--- src/rtl/mem_wb_stage.sv ---
// -----------------------------------------------------------------------------
// mem_wb_stage
//
// MEM/WB pipeline register with valid/stall/flush control and precise
// exception capture. The first faulting instruction (upstream exception or
// DTLB miss) is registered with a cause code and faulting address. The block
// then enters TRAP and feeds bubbles to writeback until the pipeline is
// flushed.
//
// Optional feature macro: MEM_WB_PERF_EN
//   When defined, adds the 32-bit wrapping counters perf_retired and
//   perf_stalls. When undefined, those ports and counters do not exist.
//
// Ports:
//   clock, reset_n           rising-edge clock, asynchronous active-low reset
//   in_valid                 MEM stage holds a real instruction
//   in_result, in_read_data  ALU result and cache read data
//   in_rd                    destination register index
//   in_mem_to_reg            write back read data instead of result
//   in_reg_write             instruction writes the register file
//   in_pc                    instruction PC
//   in_exception             exception raised by an earlier stage
//   in_faulty_address        faulting address that goes with in_exception
//   in_mem_enable            instruction accesses data memory
//   in_mem_address           data-memory address (reported on DTLB miss)
//   dtlb_miss, dtlb_ready    DTLB lookup missed / lookup result valid
//   stall                    hold all registers
//   flush                    load a bubble and leave TRAP (beats stall)
//   wb_*                     registered stage contents
//   wb_write_data            wb_mem_to_reg ? wb_read_data : wb_result
//   wb_reg_write             wb_valid & reg_write & !wb_exception
//   wb_cause                 0 none, 1 upstream, 2 DTLB miss
//   exc_pending              block is in TRAP
//   perf_retired/perf_stalls performance counters (MEM_WB_PERF_EN only)
// -----------------------------------------------------------------------------
module mem_wb_stage #(
  parameter int DATA_W = 32,
  parameter int ADDR_W = 32,
  parameter int REG_W  = 5
) (
  input  logic              clock,
  input  logic              reset_n,
  input  logic              in_valid,
  input  logic [DATA_W-1:0] in_result,
  input  logic [DATA_W-1:0] in_read_data,
  input  logic [REG_W-1:0]  in_rd,
  input  logic              in_mem_to_reg,
  input  logic              in_reg_write,
  input  logic [ADDR_W-1:0] in_pc,
  input  logic              in_exception,
  input  logic [ADDR_W-1:0] in_faulty_address,
  input  logic              in_mem_enable,
  input  logic [ADDR_W-1:0] in_mem_address,
  input  logic              dtlb_miss,
  input  logic              dtlb_ready,
  input  logic              stall,
  input  logic              flush,
  output logic              wb_valid,
  output logic [DATA_W-1:0] wb_result,
  output logic [DATA_W-1:0] wb_read_data,
  output logic [DATA_W-1:0] wb_write_data,
  output logic [REG_W-1:0]  wb_rd,
  output logic              wb_mem_to_reg,
  output logic              wb_reg_write,
  output logic [ADDR_W-1:0] wb_pc,
  output logic              wb_exception,
  output logic [1:0]        wb_cause,
  output logic [ADDR_W-1:0] wb_faulty_address,
  output logic              exc_pending
`ifdef MEM_WB_PERF_EN
  ,
  output logic [31:0]       perf_retired,
  output logic [31:0]       perf_stalls
`endif
);

  localparam logic [0:0] ST_RUN  = 1'b0;
  localparam logic [0:0] ST_TRAP = 1'b1;

  localparam logic [1:0] CAUSE_NONE     = 2'd0;
  localparam logic [1:0] CAUSE_UPSTREAM = 2'd1;
  localparam logic [1:0] CAUSE_DTLB     = 2'd2;

  // Stage registers
  logic [0:0]        r_state;
  logic              r_valid;
  logic [DATA_W-1:0] r_result;
  logic [DATA_W-1:0] r_read_data;
  logic [REG_W-1:0]  r_rd;
  logic              r_mem_to_reg;
  logic              r_reg_write;
  logic [ADDR_W-1:0] r_pc;
  logic              r_exception;
  logic [1:0]        r_cause;
  logic [ADDR_W-1:0] r_faulty_address;

  // Next-state values
  logic [0:0]        w_state_next;
  logic              w_valid_next;
  logic [DATA_W-1:0] w_result_next;
  logic [DATA_W-1:0] w_read_data_next;
  logic [REG_W-1:0]  w_rd_next;
  logic              w_mem_to_reg_next;
  logic              w_reg_write_next;
  logic [ADDR_W-1:0] w_pc_next;
  logic              w_exception_next;
  logic [1:0]        w_cause_next;
  logic [ADDR_W-1:0] w_faulty_address_next;

  // Fault qualification for the instruction presented this cycle.
  // A miss only counts when the lookup is valid and the instruction actually
  // touches memory; upstream exceptions outrank a DTLB miss.
  logic w_load;
  logic w_dmiss;
  logic w_exc_up;
  logic w_exc_dtlb;
  logic w_fault;

  assign w_load     = !flush && !stall;
  assign w_dmiss    = dtlb_miss && dtlb_ready && in_mem_enable;
  assign w_exc_up   = in_valid && in_exception;
  assign w_exc_dtlb = in_valid && !in_exception && w_dmiss;
  assign w_fault    = w_exc_up || w_exc_dtlb;

  always_comb begin
    // Default: hold (covers stall without flush)
    w_state_next          = r_state;
    w_valid_next          = r_valid;
    w_result_next         = r_result;
    w_read_data_next      = r_read_data;
    w_rd_next             = r_rd;
    w_mem_to_reg_next     = r_mem_to_reg;
    w_reg_write_next      = r_reg_write;
    w_pc_next             = r_pc;
    w_exception_next      = r_exception;
    w_cause_next          = r_cause;
    w_faulty_address_next = r_faulty_address;

    if (flush || (w_load && (r_state == ST_TRAP))) begin
      // Bubble. Flush additionally leaves TRAP; a plain load in TRAP stays.
      w_state_next          = flush ? ST_RUN : r_state;
      w_valid_next          = 1'b0;
      w_result_next         = '0;
      w_read_data_next      = '0;
      w_rd_next             = '0;
      w_mem_to_reg_next     = 1'b0;
      w_reg_write_next      = 1'b0;
      w_pc_next             = '0;
      w_exception_next      = 1'b0;
      w_cause_next          = CAUSE_NONE;
      w_faulty_address_next = '0;
    end else if (w_load) begin
      // RUN: capture the incoming instruction, enter TRAP on a fault
      w_state_next          = w_fault ? ST_TRAP : ST_RUN;
      w_valid_next          = in_valid;
      w_result_next         = in_result;
      w_read_data_next      = in_read_data;
      w_rd_next             = in_rd;
      w_mem_to_reg_next     = in_mem_to_reg;
      w_reg_write_next      = in_reg_write;
      w_pc_next             = in_pc;
      w_exception_next      = w_fault;
      if (w_exc_up) begin
        w_cause_next          = CAUSE_UPSTREAM;
        w_faulty_address_next = in_faulty_address;
      end else if (w_exc_dtlb) begin
        w_cause_next          = CAUSE_DTLB;
        w_faulty_address_next = in_mem_address;
      end else begin
        w_cause_next          = CAUSE_NONE;
        w_faulty_address_next = '0;
      end
    end
  end

  always_ff @(posedge clock or negedge reset_n) begin
    if (!reset_n) begin
      r_state          <= ST_RUN;
      r_valid          <= 1'b0;
      r_result         <= '0;
      r_read_data      <= '0;
      r_rd             <= '0;
      r_mem_to_reg     <= 1'b0;
      r_reg_write      <= 1'b0;
      r_pc             <= '0;
      r_exception      <= 1'b0;
      r_cause          <= CAUSE_NONE;
      r_faulty_address <= '0;
    end else begin
      r_state          <= w_state_next;
      r_valid          <= w_valid_next;
      r_result         <= w_result_next;
      r_read_data      <= w_read_data_next;
      r_rd             <= w_rd_next;
      r_mem_to_reg     <= w_mem_to_reg_next;
      r_reg_write      <= w_reg_write_next;
      r_pc             <= w_pc_next;
      r_exception      <= w_exception_next;
      r_cause          <= w_cause_next;
      r_faulty_address <= w_faulty_address_next;
    end
  end

`ifdef MEM_WB_PERF_EN
  logic [31:0] r_perf_retired;
  logic [31:0] r_perf_stalls;
  logic        w_retire;

  // Counts only instructions captured in RUN that carry no fault
  assign w_retire = w_load && (r_state == ST_RUN) && in_valid && !w_fault;

  always_ff @(posedge clock or negedge reset_n) begin
    if (!reset_n) begin
      r_perf_retired <= '0;
      r_perf_stalls  <= '0;
    end else begin
      if (w_retire) begin
        r_perf_retired <= r_perf_retired + 32'd1;
      end
      if (stall && !flush) begin
        r_perf_stalls <= r_perf_stalls + 32'd1;
      end
    end
  end

  assign perf_retired = r_perf_retired;
  assign perf_stalls  = r_perf_stalls;
`endif

  assign wb_valid          = r_valid;
  assign wb_result         = r_result;
  assign wb_read_data      = r_read_data;
  assign wb_write_data     = r_mem_to_reg ? r_read_data : r_result;
  assign wb_rd             = r_rd;
  assign wb_mem_to_reg     = r_mem_to_reg;
  assign wb_reg_write      = r_valid && r_reg_write && !r_exception;
  assign wb_pc             = r_pc;
  assign wb_exception      = r_exception;
  assign wb_cause          = r_cause;
  assign wb_faulty_address = r_faulty_address;
  assign exc_pending       = (r_state == ST_TRAP);

endmodule

--- config.mk ---
export PLATFORM = sky130hd
export DESIGN_NAME = mem_wb_stage
export DESIGN_NICKNAME = d
export VERILOG_FILES = /design/src/rtl/mem_wb_stage.sv
export SDC_FILE = /design/constraint.sdc
export NUM_CORES = 1
export LEC_CHECK = 0
export CORE_AREA = 4 4 134 136
export CTS_BUF_LIST = sky130_fd_sc_hd__clkbuf_2
export DETAILED_ROUTE_END_ITERATION = 16
export DIE_AREA = 0 0 138 140
export GPL_ROUTABILITY_DRIVEN = 0
export PLACE_DENSITY = 0.82
export RECOVER_POWER = 100
export SETUP_SLACK_MARGIN = 0.2
export SLEW_MARGIN = 20
export SYNTH_ARGS = -nofsm -noshare
export SYNTH_HDL_FRONTEND = slang
export SYNTH_SLANG_ARGS = --single-unit
--- constraint.sdc ---
create_clock -name clock -period 1.6 [get_ports clock]
set_input_delay 0.4 -clock clock [delete_from_list [all_inputs] [get_ports clock]]
set_output_delay 0.4 -clock clock [all_outputs]
set_load 0.005 [all_outputs]
==> results.ini, run 1 <==
[yosys]
synth_ff_type=dfrtp_1
ys.warnings.count=0
synth_commonest_cells=dfrtp_1, a22o_1, a221o_1
synthDistinctLibCells=24
syn_inst=393
synth_top_area_cell=dfrtp_1
seq_area_frac_synth_pct=62.5
syn-num-nets=569
yosys.area.top_type_share_pct=62.5
synth_area_per_cell_um2=14.3
synth-edff-count=0
ys_ff_latch=140
yosysMostFrequentCell=dfrtp_1
async_flop_share_pct=100
ys_top_cells_by_area=dfrtp_1, a22o_1, mux2_2
netlist_area_um2=5600

[critical_path]
crit_top_cell=buf_6
end_kind=primary output
cp_data_required_time_ns=1.20
cp_top_family=flip-flops
critPathMaxStageDelay_ns=0.48
crit_buf_inv=4
path_max_fanout=6
crit_type=register to primary output
startpoint_type=register
path_cells=buf_6 > buf_16 > buf_6 > mux2_2 > buf_2
cp_slowest_cell=dfrtp_2
cp.arrival_ns=1.98

[global_routing]
grt_util_all_layers_pct=22.4
use_met3_pct=6.38
antenna_found_initial=2
grt_overflow_total=0
grt_pass1_vias=5854
use_met2_pct=39.5
grt_pass1_wl_um=34000
grt_util_met1_pct=26.4
grt_max_degree=74
busiest_layer=met2

[clocking]
cts_made_buffers=17
clkTransAtPathRegs_ns=0.27
root_buffer=clkbuf_2
clk_latency_ns=0.73
cts_tree=built
clock_sinks=140
cts_max_path_buffers=2
h-tree-depth=4

[routing]
vias_per_cell=5.12
wl_per_cell_um=22.6
drtIter0Drc=303
first_pass_iters=5
ant_nets=0
drc=0
num_vias=5901
routed_wl_um=26000

[place]
hpwlAfterDp_um=14800
io_buffers=347
pre_cts_slack_ns=-0.433

[finish]
fin_util_pct=66.3
fin_nets=1088
drive_gt1_share_pct=46.1
n_fill_cell=1202
area.growth.synth_to_final_pct=100

[min_path]
hp-class=primary input to register

[floorplanning]
io_pins=348
die_width_um=138
fp.dieArea_um2=19300
initial_utilization_pct=33.1
coreArea_um2=16900
placementRows=48
die_h_um=140

[sta]
finalSetupViolCount=267
min_period_ns=2.38
period_share_pct=149
maxSlewViolCount=0
rsz0062_at_grt=true
hold_viol=0
finalWorstSetupSlack_ns=-0.779
maxSlewHeadroom_pct=43.1
fin_worst_skew_ns=0.0355
fmax_mhz=420
worstMarginPinSlew_ns=0.854

[power]
leakage_nw=5.71
vdd_ir_drop_max_v=0.000393
powerDensity_nw_per_um2=720

[outcome]
status=complete, but fails checks
violations=negative setup slack

[flow_run]
max-cap-violations=0

[cells in the final DEF (no fill, tap or decap), types with 2 or more instances in the layout]
cell type,instances
inv_6,6
mux2_4,11
diode_2,2
a22o_1,103
dfrtp_1,139
clkdlybuf4s50_1,174
clkbuf_1,4
clkinvlp_4,4
a221o_1,32
buf_8,7
buf_2,80
buf_6,134
buf_12,15
clkbuf_4,2
buf_4,69
clkbuf_16,12
inv_8,3
mux2_2,21
and2_1,31
nand2_1,4
buf_16,6
clkbuf_2,50
a21o_1,2
[path summary, 6_finish.rpt]
check | from | to | slack, ns | cells past startpoint
max in group asynchronous | reset_n | wb_mem_to_reg$_DFFE_PN0P_ | 0.21 | 3
min | in_rd[2] | wb_rd[2]$_DFFE_PN0P_ | 0.24 | 2
max reg2reg | exc_pending$_DFFE_PN0P_ | wb_faulty_address[20]$_DFFE_PN0P_ | -0.24 | 7
min reg2reg | wb_cause[1]$_DFFE_PN0P_ | wb_cause[1]$_DFFE_PN0P_ | 0.50 | 1
max | wb_mem_to_reg$_DFFE_PN0P_ | wb_write_data[30] | -0.78 | 5
min in group asynchronous | reset_n | wb_result[5]$_DFFE_PN0P_ | 0.26 | 2
[cell type report]
| type | count | area [um2] | share of cell area (%) |
|---|---|---|---|
| Antenna cell | 2 | 5.00 | 0.0446 |
| Clock buffer | 17 | 85.1 | 0.757 |
| Clock inverter | 15 | 150 | 1.34 |
| Inverter | 1 | 3.75 | 0.0334 |
| Multi-Input combinational cell | 215 | 1960 | 17.4 |
| Sequential cell | 140 | 3500 | 31.2 |
| Tap cell | 225 | 282 | 2.51 |
| Timing Repair Buffer | 537 | 5250 | 46.7 |
[power breakdown]
part           leakage [nW]  internal, mW  switching [mW]
registers              1.89          3.72           0.129
logic                  3.69          1.34           0.741
clock network         0.132         0.616            1.54
[timing repair]
action | 4_1_cts | 5_1_grt
resized for setup | 718 | 113
endpoints found under the setup margin | 205 | 273
pin swaps | 2 | 28
hold buffers | 1 | 0
gates cloned | 5 | 19
endpoints found under the hold margin | 140 | 0
setup buffers | 79 | 44
[metal layers]
layer,up-vias,wire length [um]
met4,0,576
met3,42,1840
met5,-,0
li1,2580,-
met2,330,13300
met1,2949,10300
[cells by family after synthesis]
family | Yosys count | synth area share (%)
buffers and inverters | 38 | 3.57
multiplexers | 32 | 6.43
AND/OR/NAND/NOR | 43 | 5.07
flip-flops | 140 | 62.5
AO/OA/AOI/OAI | 140 | 22.4
[worst reg2reg max path, delay by kind of cell, from the launching register on]
family / cells / cell delay, ns
buffers and inverters: 4 / 0.47
AO/OA/AOI/OAI: 1 / 0.14
flip-flops: 1 / 0.44
AND/OR/NAND/NOR: 2 / 0.75
[through the flow]
| stage | total power [mW] | instances | area [um2] | setup TNS, ns | hold WS (ns) |
|---|---|---|---|---|---|
| 2_1_floorplan | 4.28 | 393 | 5630 | 0 | 0.104 |
| 5_1_grt | 8.43 | 1152 | 11200 | -76.54 | 0.114 |
| 3_3_place_gp | 5.49 | 970 | 9640 | -46.25 | 0.313 |
| 4_1_cts | 7.78 | 1087 | 10500 | -56.91 | 0.0177 |
| 3_5_place_dp | 5.51 | 970 | 9640 | -50.73 | 0.315 |
| 6_report | 8.08 | 1152 | 11200 | -46.66 | 0.239 |
No activity file was read; power rests on OpenSTA's default activity.
==> run 2: changes to the inputs <==
Settings changed: MAX_ROUTING_LAYER from default to met4.
==> run 2 against run 1 <==
Effect of this change: global-route usage increased by 0.65 points; cell count hardly changed; non-clock buffer count decreased by 1; combinational power barely moved; clock-buffer cell count is the same; the run still ends with negative setup slack left; critical path depth unchanged; first-iteration DRC count is 1.3% higher; sequential share of layout area increased by 0.15 points; total power fell by 0.80%.
==> results.ini, run 2 (same netlist as run 1, synthesis figures left out) <==
[outcome]
status=complete, but fails checks  ; unchanged
violations=negative setup slack  ; unchanged

[routing]
vias_per_cell=5.07  ; was 5.12
wl_per_cell_um=22.2  ; was 22.6 um
drc=0  ; unchanged
first_pass_iters=4  ; was 5
ant_nets=0  ; unchanged
drtIter0Drc=307  ; was 303
routed_wl_um=25500  ; was 26000 um
num_vias=5836  ; was 5901

[critical_path]
startpoint_type=register  ; unchanged
reg2reg_to=wb_faulty_address[14]$_DFFE_PN0P_  ; was wb_faulty_address[20]$_DFFE_PN0P_
path_max_fanout=6  ; unchanged
end_kind=primary output  ; unchanged
rrSetupSlack_ns=-0.22  ; was -0.24 ns
crit_type=register to primary output  ; unchanged
r2r-start=exc_pending$_DFFE_PN0P_  ; unchanged
ff2ff_path_depth=7  ; unchanged
cp.arrival_ns=1.98  ; about the same
cp_data_required_time_ns=1.20  ; about the same

[finish]
drive_gt1_share_pct=46.0  ; was 46.1%
fin_util_pct=66.0  ; was 66.3%
mostFrequentLayoutCells=clkdlybuf4s50_1, dfrtp_1, buf_6  ; unchanged
n_fill_cell=1216  ; was 1202
final_common_cell=clkdlybuf4s50_1  ; unchanged
final_cells=1151  ; was 1152
fin_nets=1087  ; was 1088
area.growth.synth_to_final_pct=99.5  ; was 100%

[clocking]
cts_max_path_buffers=2  ; unchanged
cts_tree=built  ; unchanged
cts_made_buffers=17  ; unchanged
root_buffer=clkbuf_2  ; unchanged
clkTransAtPathRegs_ns=0.27  ; about the same
clk_latency_ns=0.72  ; was 0.73 ns
clock_sinks=140  ; unchanged
h-tree-depth=4  ; unchanged

[min_path]
min_to=wb_result[3]$_DFFE_PN0P_  ; was wb_rd[2]$_DFFE_PN0P_
hp-class=primary input to register  ; unchanged
holdCritStartpoint=in_result[3]  ; was in_rd[2]
whs_path_depth=2  ; unchanged

[sta]
fin_worst_skew_ns=0.0452  ; was 0.0355 ns
worstMarginPinSlew_ns=0.873  ; was 0.854 ns
finalWorstSetupSlack_ns=-0.776  ; was -0.779 ns
fin_hold_ws_ns=0.255  ; was 0.239 ns
period_share_pct=149  ; about the same
hold_viol=0  ; unchanged
min_period_ns=2.38  ; about the same
maxSlewViolCount=0  ; unchanged
fmax_mhz=421  ; was 420 MHz
setup_tns_ns=-44.53  ; was -46.66 ns
maxSlewHeadroom_pct=41.8  ; was 43.1%
rsz0062_at_grt=true  ; unchanged
finalSetupViolCount=280  ; was 267

[global_routing]
grt_util_all_layers_pct=23.1  ; was 22.4%
grt_pass1_wl_um=33900  ; was 34000 um
grt_pass1_vias=5887  ; was 5854
grt_max_degree=74  ; unchanged
grt_overflow_total=0  ; unchanged
antenna_found_initial=2  ; unchanged

[place]
io_buffers=347  ; unchanged
placed_cells=970  ; unchanged
pre_cts_slack_ns=-0.433  ; unchanged
hpwlAfterDp_um=14800  ; unchanged

[power]
vdd_ir_drop_max_v=0.000386  ; was 0.000393 V
powerDensity_nw_per_um2=717  ; was 720 nW/um2
leakage_nw=5.69  ; was 5.71 nW

[floorplanning]
io_pins=348  ; unchanged
coreArea_um2=16900  ; unchanged
die_h_um=140  ; unchanged
initial_utilization_pct=33.1  ; unchanged
die_width_um=138  ; unchanged
fp.dieArea_um2=19300  ; unchanged
placementRows=48  ; unchanged

[flow_run]
max-cap-violations=0  ; unchanged

[run 2: cell count changes in the layout (fill, tap and decap cells not counted), sizes merged]
cell    change
buf         -2
clkbuf      +1
[run 2: layout make-up]
type	instances	area, um2	area share [%]
Antenna cell	2	5.00	0.0448
Sequential cell	140	3500	31.3
Clock inverter	15	150	1.34
Inverter	1	3.75	0.0336
Tap cell	225	282	2.52
Multi-Input combinational cell	215	1960	17.5
Timing Repair Buffer	536	5190	46.4
Clock buffer	17	85.1	0.761
[run 2: worst max-delay path by stage]
stage                              start                           endpoint  cells past startpoint
2_1_floorplan                      stall  wb_faulty_address[22]$_DFFE_PN0P_                      4
3_3_place_gp                       flush  wb_faulty_address[21]$_DFFE_PN0P_                      6
3_5_place_dp                       flush  wb_faulty_address[17]$_DFFE_PN0P_                      6
4_1_cts        wb_mem_to_reg$_DFFE_PN0P_                  wb_write_data[18]                      4
5_1_grt        wb_mem_to_reg$_DFFE_PN0P_                  wb_write_data[30]                      5
6_report       wb_mem_to_reg$_DFFE_PN0P_                  wb_write_data[30]                      5
[run 2: repair_timing]
| action | CTS | global route |
|---|---|---|
| gates resized for setup | 718 | 111 |
| endpoints found under the setup margin | 205 | 272 |
| hold endpoints to repair | 140 | 0 |
| hold buffers | 1 | 0 |
| pin swaps | 2 | 15 |
| setup buffers | 79 | 44 |
| gates cloned | 5 | 18 |
[run 2: per-stage QoR]
stage / power [mW] / instance area, um2
CTS: 7.78 / 10500
global route: 8.39 / 11200
floorplan: 4.28 / 5630
finish: 8.02 / 11200
global placement: 5.49 / 9640
detailed placement: 5.51 / 9640
[run 2: power breakdown]
part	leakage (nW)	total (mW)	switching, mW	internal [mW]
Clock	0.132	2.11	1.49	0.615
Combinational	3.67	2.06	0.737	1.32
Sequential	1.89	3.85	0.128	3.72
Total	5.69	8.02	2.36	5.66
[run 2: worst max-delay path, stage by stage, from the launching register on]
cell     delay [ns]
dfrtp_2        0.48
buf_6          0.13
buf_16         0.12
buf_6          0.11
mux2_2         0.32
buf_2          0.13
[run 2: routing by layer]
layer | vias to the layer above | track usage [%] | share of wire [%] | wire length, um
met2 | 319 | 39.4 | 51 | 13000
met1 | 2889 | 26.9 | 40 | 10200
met4 | 0 | 8.53 | 2.7 | 692
met3 | 55 | 5.09 | 6.6 | 1680
met5 | - | - | 0 | 0
li1 | 2573 | - | - | -
==> run 3: changes to the inputs <==
Settings changed: CORE_AREA 4 4 134 136 to default, CORE_MARGIN from default to 8, CORE_UTILIZATION from default to 38, DIE_AREA 0 0 138 140 to default, PLACE_DENSITY 0.82 to 0.9.
==> run 3 against run 2 <==
Effect of this change: the flow still finishes with violations (negative setup slack); maximum frequency down 2.4%; register-to-register slack improved by 0.10 ns; critical path depth unchanged; non-clock buffer count rose by 9; wire length rose by 14%; critical endpoint is now wb_write_data[7]; worst setup slack got worse by 0.058 ns; die area down 2.2%; sequential share of layout area decreased by 0.17 points; largest power group unchanged; largest cell class unchanged.
==> results.ini, run 3 (same netlist as run 1, synthesis figures left out) <==
[outcome]
status=complete, but fails checks  ; unchanged
violations=negative setup slack  ; unchanged

[sta]
maxSlewViolCount=0  ; unchanged
worstMarginPinSlew_ns=0.711  ; was 0.873 ns
hold_viol=0  ; unchanged
min_period_ns=2.43  ; was 2.38 ns
fin_worst_skew_ns=0.0484  ; was 0.0452 ns
maxSlewHeadroom_pct=52.6  ; was 41.8%
fmax_mhz=411  ; was 421 MHz
finalWorstSetupSlack_ns=-0.834  ; was -0.776 ns
period_share_pct=152  ; was 149%
finalSetupViolCount=269  ; was 280
rsz0062_at_grt=true  ; unchanged

[floorplanning]
die_width_um=137  ; was 138 um
initial_utilization_pct=38.7  ; was 33.1%
coreArea_um2=14500  ; was 16900 um2
die_h_um=137  ; was 140 um
placementRows=44  ; was 48
fp.dieArea_um2=18900  ; was 19300 um2
io_pins=348  ; unchanged

[critical_path]
cp.arrival_ns=2.03  ; was 1.98 ns
crit_type=register to primary output  ; unchanged
r2r-start=exc_pending$_DFFE_PN0P_  ; unchanged
ff2ff_path_depth=9  ; was 7
startpoint_type=register  ; unchanged
path_max_fanout=8  ; was 6
end_kind=primary output  ; unchanged
reg2reg_to=wb_rd[0]$_DFFE_PN0P_  ; was wb_faulty_address[14]$_DFFE_PN0P_
rrSetupSlack_ns=-0.12  ; was -0.22 ns
cp_data_required_time_ns=1.20  ; about the same

[global_routing]
grt_pass1_wl_um=36100  ; was 33900 um
grt_pass1_vias=6361  ; was 5887
grt_util_all_layers_pct=26.1  ; was 23.1%
grt_max_degree=64  ; was 74
antenna_found_initial=1  ; was 2
grt_overflow_total=0  ; unchanged

[routing]
routed_wl_um=29100  ; was 25500 um
first_pass_iters=5  ; was 4
num_vias=6158  ; was 5836
vias_per_cell=5.51  ; was 5.07
drc=0  ; unchanged
drtIter0Drc=390  ; was 307
met2_length_um=14900  ; was 13000 um
met1Wirelength_um=10500  ; was 10200 um
wl_per_cell_um=26.1  ; was 22.2 um
top_layer=met4  ; unchanged
ant_nets=0  ; unchanged
wl_met3_um=2280  ; was 1680 um

[finish]
fin_nets=1096  ; was 1087
final_common_cell=clkdlybuf4s50_1  ; unchanged
area.growth.synth_to_final_pct=101  ; was 99.5%
mostFrequentLayoutCells=clkdlybuf4s50_1, dfrtp_1, buf_6  ; unchanged
n_fill_cell=762  ; was 1216
final_cells=1117  ; was 1151
drive_gt1_share_pct=47.2  ; was 46.0%

[place]
placed_cells=920  ; was 970
hpwlAfterDp_um=17200  ; was 14800 um
io_buffers=347  ; unchanged

[clocking]
clk_latency_ns=0.72  ; about the same
clkTransAtPathRegs_ns=0.22  ; was 0.27 ns
cts_tree=built  ; unchanged
root_buffer=clkbuf_2  ; unchanged
cts_made_buffers=17  ; unchanged
clock_sinks=140  ; unchanged
h-tree-depth=4  ; unchanged
cts_max_path_buffers=2  ; unchanged

[min_path]
hp-class=primary input to async pin  ; was primary input to register

[power]
vdd_ir_drop_max_v=0.000383  ; was 0.000386 V
powerDensity_nw_per_um2=742  ; was 717 nW/um2
finalPower_mw=8.35  ; was 8.02 mW
leakage_nw=5.77  ; was 5.69 nW

[flow_run]
max-cap-violations=0  ; unchanged

==> run 3: changes by cell type in the layout (fill, tap and decap cells not counted), sizes merged <==
cell / delta
inv: -9
buf: +26
clkinvlp: -1
clkinv: +5
bufinv: +3
clkbuf: -16
diode: -1
==> run 3: what timing repair did <==
action	in CTS	in global routing
setup endpoints to repair	205	311
buffers inserted	86	58
cloned	5	15
endpoints found under the hold margin	140	0
hold buffers	1	0
pin swaps	2	13
gates resized for setup	731	103
==> run 3: worst max-delay path by stage <==
stage / from / end / cells after the start
global route: wb_mem_to_reg$_DFFE_PN0P_ / wb_write_data[7] / 5
floorplan: stall / wb_faulty_address[22]$_DFFE_PN0P_ / 4
detailed placement: stall / wb_faulty_address[27]$_DFFE_PN0P_ / 5
finish: wb_mem_to_reg$_DFFE_PN0P_ / wb_write_data[7] / 5
global placement: stall / wb_faulty_address[19]$_DFFE_PN0P_ / 5
CTS: wb_mem_to_reg$_DFFE_PN0P_ / wb_write_data[31] / 5
==> run 3: critical path: stages (launching register included) <==
cell and delay, ns:
dfrtp_2 0.49, buf_12 0.14, buf_12 0.14, buf_6 0.13
mux2_4 0.31, buf_6 0.12
==> run 3: area by class of cell <==
type | count | area, um2 | area share [%]
Timing Repair Buffer | 545 | 5280 | 47.0
Sequential cell | 140 | 3510 | 31.2
Clock inverter | 13 | 175 | 1.56
Multi-Input combinational cell | 215 | 1960 | 17.4
Inverter | 1 | 3.75 | 0.0334
Tap cell | 184 | 230 | 2.05
Clock buffer | 18 | 90.1 | 0.801
Antenna cell | 1 | 2.50 | 0.0223
==> run 3: power by group <==
group | total, mW | internal [mW] | switching (mW)
combinational | 2.12 | 1.35 | 0.773
sequential | 3.87 | 3.72 | 0.147
clock | 2.35 | 1.01 | 1.34
==> run 3: per-stage QoR <==
stage	hold WS, ns	cell area [um2]	setup slack, ns	setup TNS [ns]	utilization [%]
floorplan	0.104	5630	0.148	0	-
global placement	0.279	9510	-0.306	-43.59	65.7
detailed placement	0.287	9510	-0.372	-50.56	65.7
CTS	0.00728	10300	-0.879	-52.33	71.1
global route	0.183	11200	-0.947	-72.76	77.7
finish	0.220	11200	-0.834	-46.63	77.7
==> run 3: metal layers <==
metal / global-route usage [%] / vias to the layer above
met3: 7.04 / 91
met1: 27.2 / 3086
met5: - / -
met2: 44.0 / 404
met4: 14.7 / 0
li1: - / 2577
